<file path="config.mk">
export PLATFORM = sky130hd
export DESIGN_NAME = rsa_modexp_arbiter
export DESIGN_NICKNAME = d
export VERILOG_FILES = /design/src/rtl/rsa_modexp_arbiter.sv
export SDC_FILE = /design/constraint.sdc
export NUM_CORES = 1
export LEC_CHECK = 0
export BUFFER_PORTS_ARGS = -buffer_cell sky130_fd_sc_hd__buf_2
export CORE_AREA = 2 2 606 608
export DETAILED_ROUTE_END_ITERATION = 8
export DIE_AREA = 0 0 608 610
export MAX_ROUTING_LAYER = met4
export PLACE_DENSITY = 0.36
export SLEW_MARGIN = 10
export SYNTH_ARGS = -nofsm -noshare
export SYNTH_HDL_FRONTEND = slang
export SYNTH_SLANG_ARGS = --single-unit
</file>
<file path="constraint.sdc">
create_clock -name clock -period 1.9 [get_ports clock]
set_input_delay 0.285 -clock clock [delete_from_list [all_inputs] [get_ports clock]]
set_output_delay 0.285 -clock clock [all_outputs]
set_load 0.02 [all_outputs]
</file>
<file path="src/rtl/rsa_modexp_arbiter.sv">
// Round-robin arbiter sharing one modular-exponentiation engine between ch0 (encrypt) and ch1 (decrypt).
// Optional WAIT watchdog enabled by defining RSA_ARB_TIMEOUT_EN.
module rsa_modexp_arbiter #(
    parameter int unsigned WIDTH          = 128,
    parameter int unsigned TIMEOUT_CYCLES = 65535
) (
    input  logic             clock,
    input  logic             reset,
    input  logic             req0,
    input  logic             req1,
    input  logic [WIDTH-1:0] msg0,
    input  logic [WIDTH-1:0] msg1,
    input  logic [WIDTH-1:0] key0,
    input  logic [WIDTH-1:0] key1,
    input  logic [WIDTH-1:0] n0,
    input  logic [WIDTH-1:0] n1,
    output logic             ack0,
    output logic             ack1,
    output logic             rsp_valid0,
    output logic             rsp_valid1,
    output logic [WIDTH-1:0] rsp_data0,
    output logic [WIDTH-1:0] rsp_data1,
    output logic             eng_reset,
    output logic             eng_start,
    output logic [WIDTH-1:0] eng_message,
    output logic [WIDTH-1:0] eng_key,
    output logic [WIDTH-1:0] eng_n,
    input  logic             eng_done,
    input  logic [WIDTH-1:0] eng_result,
    output logic             busy,
    output logic             grant_id,
    output logic             timeout_err
);

    typedef enum logic [2:0] {IDLE, ENG_RST, LAUNCH, WAIT, RESP} state_t;

    state_t state, state_next;
    logic   win;
    logic   timeout_hit;

    always_comb begin
        state_next = state;
        // Tie goes to the channel that was not granted last.
        win        = (req0 && req1) ? ~grant_id : ~req0;
        case (state)
            IDLE:    if (req0 || req1) state_next = ENG_RST;
            ENG_RST: state_next = LAUNCH;
            LAUNCH:  state_next = WAIT;
            WAIT:    if (eng_done || timeout_hit) state_next = RESP;
            RESP:    state_next = IDLE;
            default: state_next = IDLE;
        endcase
    end

    always_ff @(posedge clock) begin
        if (reset) begin
            state       <= IDLE;
            ack0        <= 1'b0;
            ack1        <= 1'b0;
            grant_id    <= 1'b1;
            rsp_data0   <= '0;
            rsp_data1   <= '0;
            eng_message <= '0;
            eng_key     <= '0;
            eng_n       <= '0;
        end else begin
            state <= state_next;
            ack0  <= 1'b0;
            ack1  <= 1'b0;
            if (state == IDLE && (req0 || req1)) begin
                grant_id    <= win;
                ack0        <= ~win;
                ack1        <= win;
                eng_message <= win ? msg1 : msg0;
                eng_key     <= win ? key1 : key0;
                eng_n       <= win ? n1 : n0;
            end
            if (state == WAIT) begin
                if (eng_done) begin
                    if (grant_id) rsp_data1 <= eng_result;
                    else          rsp_data0 <= eng_result;
                end else if (timeout_hit) begin
                    if (grant_id) rsp_data1 <= '0;
                    else          rsp_data0 <= '0;
                end
            end
        end
    end

    // Pulses are gated by reset so an aborted job never leaks a start or response.
    assign busy       = (state != IDLE) && !reset;
    assign eng_reset  = reset || (state == ENG_RST);
    assign eng_start  = (state == LAUNCH) && !reset;
    assign rsp_valid0 = (state == RESP) && !grant_id && !reset;
    assign rsp_valid1 = (state == RESP) && grant_id && !reset;

`ifdef RSA_ARB_TIMEOUT_EN
    localparam logic [15:0] TO_LAST = 16'(TIMEOUT_CYCLES - 1);

    logic [15:0] wd_cnt;
    logic        to_flag;

    assign timeout_hit = (state == WAIT) && !eng_done && (wd_cnt == TO_LAST);

    always_ff @(posedge clock) begin
        if (reset) begin
            wd_cnt  <= '0;
            to_flag <= 1'b0;
        end else begin
            to_flag <= timeout_hit;
            if (state == LAUNCH)    wd_cnt <= '0;
            else if (state == WAIT) wd_cnt <= wd_cnt + 16'd1;
        end
    end

    assign timeout_err = to_flag && !reset;
`else
    logic unused_timeout;
    assign unused_timeout = ^TIMEOUT_CYCLES;
    assign timeout_hit    = 1'b0;
    assign timeout_err    = 1'b0;
`endif

endmodule

</file>
==> flow_summary.json, run 1 <==
{
  "drive_above_1_share": 0.3348,
  "failed_checks": "DRC, setup timing",
  "synth.most_common_cell": "nand2b_1",
  "avgViaCountPerCell": 3.287,
  "syn_area_per_cell_sq_um": 9.181,
  "r2r_slack_ps": -460,
  "finalWirelength_um": 291600,
  "slew_headroom": 0.6492,
  "cts_buffers": 94,
  "fin_cells": 10530,
  "overflow": 0,
  "synth-edff-count": 0,
  "synth_common_cells": "769 x nand2b_1, 768 x inv_1, 646 x dfxtp_1",
  "rsz0062_at_grt": "true",
  "synth_area_sq_um": 28480,
  "synthArstFlopShare": 0,
  "setup_tns_ps": -135100,
  "setup_slack_ps": -461.3,
  "slew_viol_final": 0,
  "cp_slowest_stage_delay_ps": 420,
  "synth_fp_nets": 4003,
  "grt_use_total": 0.1523,
  "rows": 222,
  "ys_warn_count": 0,
  "worst-setup-path-type": "reg -> reg",
  "layout.nets": 6473,
  "crit_required_ps": 2620,
  "yosysTopAreaCellShare": 0.4541,
  "grt_max_degree": 91,
  "grt_antenna_before_repair": 143,
  "ir_drop_mv": 0.7287,
  "r2r_end": "eng_n[2]",
  "numClockSinks": 646,
  "clk_path_buf_depth": 4,
  "hold_depth": 3,
  "start_util": 0.07815,
  "ant_nets": 0,
  "yosysTopAreaCell": "dfxtp_1",
  "min_period_ps": 2361,
  "final_util": 0.1541,
  "drcViolationCount": 15,
  "vias": 34610,
  "status": "complete, but fails checks",
  "ys.flop_type": "dfxtp_1",
  "crit_arrival_ps": 3080,
  "wl_per_cell_um": 27.69,
  "setup_violations": 434,
  "skew_ps": 82.14,
  "syn2layout_area_growth_pct": 97.15,
  "io_pins": 1550,
  "yosysUniqueCellTypes": 28,
  "insertion_delay_ps": 820,
  "hpwl_um": 245200,
  "cts_tree": "done",
  "drt_iter0_drc": 3837,
  "reg2regPathDepth": 7,
  "fp.dieArea_sq_um": 370900,
  "r2r_start": "state[1]",
  "worst_slew_pin_slew_ps": 526.2,
  "die_h_um": 610,
  "ys_seq_elements": 646,
  "cts_root_buffer": "clkbuf_16",
  "crit_slowest_cell": "or3_4",
  "grt_pass1_wl_um": 362900,
  "globalplace.congestion": 0.9536,
  "port_buffers": 1548,
  "hold_class": "in -> reg",
  "dr.pass1.iters": 9,
  "cp-start-kind": "register",
  "path_cells": "buf_6 -> or3_4 -> or3_4 -> buf_12 -> clkbuf_16 -> buf_12 -> a222oi_1",
  "leakage_nw": 26.53,
  "maxCapViolCount": 0,
  "hold_viol": 0,
  "endpoint_kind": "register",
  "min_from": "msg1[61]",
  "hold_end": "eng_message[61]",
  "core_sq_um": 364400,
  "yosys-top-cells-area": "dfxtp_1 45%, nand2b_1 17%, a222oi_1 13%",
  "fmax_mhz": 423.5,
  "ys_seq_area_frac": 0.4541,
  "grt_pass1_vias": 35310,
  "die_w_um": 608,
  "finalCritPeriodShare": 1.243,
  "critPathMaxFanout": 58,
  "dp.cells": 9344,
  "power.density_nw_per_um2": 858.2,
  "h-tree-depth": 3,
  "syn-instance-count": 3102,
  "clk_pin_slew_ps": 60
}
## worst max-delay path, delay by kind of cell, from the launching register on
| family | cells | cell delay (ps) |
|---|---|---|
| and+or+nand+nor | 2 | 750 |
| buffers and inverters | 4 | 660 |
| AOI/OAI and AO/OA | 1 | 380 |
| DFF | 1 | 330 |
## layout by cell type (no fill, tap or decap), types with 3 or more instances in the layout
cell type / synthesis / layout
buf_2: 27 / 1534
buf_8: 0 / 3
dlygate4sd3_1: 0 / 898
clkbuf_16: 0 / 107
a222oi_1: 383 / 383
buf_4: 1 / 74
bufinv_16: 0 / 4
buf_6: 38 / 17
clkbuf_8: 0 / 25
clkbuf_1: 174 / 20
nor3_1: 5 / 3
buf_16: 0 / 13
mux2i_1: 256 / 256
clkinv_2: 0 / 12
nand2_1: 3 / 3
dfxtp_1: 646 / 638
buf_12: 0 / 70
nand2b_1: 769 / 769
diode_2: 0 / 76
dfxtp_4: 0 / 6
inv_1: 768 / 768
nor2_1: 4 / 3
## metrics by stage
stage,setup slack [ps],hold slack [ps],cell area (sq um),total power (W)
after global routing,-517.5,72.50,56090,0.05013
after floorplan,-18.40,376.9,28500,0.02081
after CTS,-399.6,1.158,55330,0.04907
final,-461.3,33.94,56150,0.04819
after global placement,-247.6,458.4,42790,0.02826
after detailed placement,-246.8,458.3,42790,0.02828
## flip-flops by register name, summed over array words and instances (netlist names), 3 cells and up
register     cells
state            3
eng_key        128
eng_message    128
rsp_data0      128
eng_n          128
rsp_data1      128
## cell families (layout without fill, tap and decap cells)
logic type / count (synthesis) / count (layout) / share of synthesized area
simple gates: 797 / 797 / 0.1749
flops: 646 / 646 / 0.4541
other cells: 1 / 77 / 0.0001317
buf+inv: 1015 / 3552 / 0.1451
compound gates: 387 / 387 / 0.1358
mux: 256 / 256 / 0.08998
## power breakdown
| part | internal [W] | leakage (nW) | switching [W] |
|---|---|---|---|
| clock | 0.0107 | 1.52 | 0.00747 |
| sequential | 0.0150 | 5.32 | 0.00125 |
| combinational | 0.00514 | 19.7 | 0.00862 |
| total | 0.0308 | 26.5 | 0.0173 |
## metal layers
metal,track usage,routed length [um]
met4,0.04476,9453
met2,0.2609,143700
met3,0.03496,19340
met1,0.1764,119000
met5,-,0
## how the worst max path moves through the flow
stage | startpoint | endpoint | slack [ps] | cells after the start
after floorplan | grant_id | eng_key[0] | -20 | 7
after global placement | state[2] | eng_key[57] | -250 | 5
after detailed placement | state[2] | eng_n[60] | -250 | 5
after CTS | state[1] | rsp_valid0 | -400 | 5
after global routing | state[1] | eng_key[25] | -520 | 8
final | state[1] | eng_n[2] | -460 | 7
## repair_timing
| action | in CTS | in global routing |
|---|---|---|
| cloned | 7 | 18 |
| resized for setup | 57 | 24 |
| setup buffers | 8 | 17 |
| pin swaps | 6 | 8 |
| setup endpoints to repair | 507 | 526 |
| endpoints found under the hold margin | 646 | 0 |
| hold buffers | 898 | 0 |
## layout make-up
cell class,count,area (sq um)
multi-input combinational,1441,11500
timing repair buffer,2621,19520
fill,41570,308300
inverter,768,2883
tap,4816,6026
clock buffer,140,2796
sequential,646,12960
clock inverter,23,271.5
antenna,76,190.2
(Power assumes the default switching activity.)
==> run 2, diff against run 1 <==
GPL_TIMING_DRIVEN = 0   (was unset)
==> run 2 against run 1 <==
The run still ends with DRC, setup timing left. Global-route usage rose by 2.7 points. Clock skew rose by 2.4 ps. Design area fell by 0.12%. Via count rose by 3.7%. Hold slack got worse by 25 ps. Critical path depth fell by 1. Sequential share of layout area barely moved. Highest routed layer unchanged.
==> flow_summary.json, run 2 (same netlist as run 1, synthesis figures left out) <==
{
  "status": "complete, but fails checks",
  "failed_checks": "DRC, setup timing",
  "layout_commonest_cell": "buf_2",
  "hold_viol": 0,
  "globalplace.congestion": 1.002,
  "setup_tns_ps": -153500,
  "overflow": 0,
  "final_cell_area_sq_um": 56080,
  "rows": 222,
  "endpoint_kind": "register",
  "setup_violations": 563,
  "ir_drop_mv": 0.6592,
  "hpwl_um": 291700,
  "finalWirelength_um": 337500,
  "clk_pin_slew_ps": 70,
  "netSwitchingFraction": 0.3743,
  "core_sq_um": 364400,
  "maxCapViolCount": 0,
  "fp.dieArea_sq_um": 370900,
  "clkPwrFrac": 0.380,
  "die_w_um": 608,
  "final_cell_mix": "1,569 x buf_2, 880 x dlygate4sd3_1, 768 x nand2b_1, 768 x inv_1, 643 x dfxtp_1",
  "min_period_ps": 2587,
  "io_pins": 1550,
  "dr.pass1.iters": 9,
  "crit_required_ps": 2500,
  "syn2layout_area_growth_pct": 96.90,
  "crit_slowest_cell": "a222oi_1",
  "drcViolationCount": 4,
  "grt_use_total": 0.1793,
  "die_h_um": 610,
  "crit_arrival_ps": 3180,
  "wl_per_cell_um": 31.76,
  "cts_buffers": 97,
  "p_switching_w": 0.01868,
  "fmax_mhz": 386.5,
  "worst-setup-path-type": "reg -> reg",
  "power_frac_seq": 0.332,
  "slew_headroom": 0.2091,
  "rsz0062_at_grt": "true",
  "finalCritPeriodShare": 1.362,
  "whs_ps": 8.623,
  "drive_above_1_share": 0.3345,
  "grt_max_degree": 20,
  "grt_pass1_wl_um": 415000,
  "slew_viol_final": 0,
  "place_area_sq_um": 42340,
  "cp-start-kind": "register",
  "cts_tree": "done",
  "vias": 35890,
  "skew_ps": 84.56,
  "numClockSinks": 646,
  "cp_slowest_stage_delay_ps": 780,
  "grt_antenna_before_repair": 153,
  "avgViaCountPerCell": 3.378,
  "critPathMaxFanout": 4,
  "h-tree-depth": 3,
  "pwr-share-comb": 0.288,
  "layout.nets": 6567,
  "hold_class": "in -> reg",
  "grt_pass1_vias": 36260,
  "cts_root_buffer": "clkbuf_16",
  "clk_path_buf_depth": 4,
  "power.density_nw_per_um2": 890.0,
  "drt_iter0_drc": 4083,
  "ant_nets": 0,
  "path_cells": "or3_4 -> or3_4 -> buf_12 -> buf_16 -> buf_12 -> a222oi_1",
  "leakage_nw": 26.64,
  "insertion_delay_ps": 840,
  "internal_power_w": 0.03123,
  "start_util": 0.07815,
  "setup_slack_ps": -687.4,
  "worst_slew_pin_slew_ps": 1186,
  "port_buffers": 1548
}
## run 2: final cells by class
type                            count  area (sq um)
Fill cell                       41630        308400
Inverter                          768          2883
Clock buffer                      131          2745
Tap cell                         4816          6026
Sequential cell                   646         12940
Timing Repair Buffer             2469         17350
Buffer                            243          2059
Clock inverter                     36         406.6
Multi-Input combinational cell   1441         11470
Antenna cell                       77         192.7
## run 2: through the flow
stage	total power [W]	instances	util	setup WS (ps)
final	0.04991	10630	0.1539	-687.4
after global routing	0.05174	10600	0.1537	-682.8
after CTS	0.05090	10540	0.1526	-659.4
after detailed placement	0.02899	9468	0.1162	-2067
after global placement	0.02895	9466	0.1160	-3523
after floorplan	0.02081	3102	-	-18.40
## run 2: path summary, 6_finish.rpt
kind,startpoint,end,slack [ps],depth (start not counted)
setup / recovery,state[0],eng_key[7],-690,6
hold / removal,msg1[88],eng_message[88],9,3
setup reg to reg,state[0],eng_key[7],-690,6
hold reg to reg,rsp_data0[62],rsp_data0[62],470,2
## run 2: critical path: cells and delay by family (launching register included)
| family | cells | cell delay, ps |
|---|---|---|
| AO/OA/AOI/OAI | 1 | 780 |
| flip-flops | 1 | 360 |
| buffers and inverters | 3 | 440 |
| AND/OR/NAND/NOR | 2 | 720 |
## run 2: what timing repair did
item	CTS	global route
cloned	13	2
resized for setup	247	81
endpoints found under the hold margin	646	0
hold buffers	880	0
pin swaps	13	15
endpoints found under the setup margin	749	714
buffers inserted	18	8
## run 2: layer usage
layer / vias up / GRT usage / routed length [um]
li1: 15550 / - / -
met1: 18170 / 0.2051 / 133600
met2: 1813 / 0.3060 / 166000
met3: 361 / 0.04554 / 25830
met4: 0 / 0.05519 / 12070
met5: - / - / 0
## run 2: power by group through the flow
stage	Sequential [W]	Combinational, W	Clock, W
final	0.0166	0.0144	0.0190
after global routing	0.0167	0.0150	0.0200
after CTS	0.0166	0.0147	0.0196
after detailed placement	0.0169	0.0121	0
after global placement	0.0169	0.0121	0
after floorplan	0.0178	0.00301	0
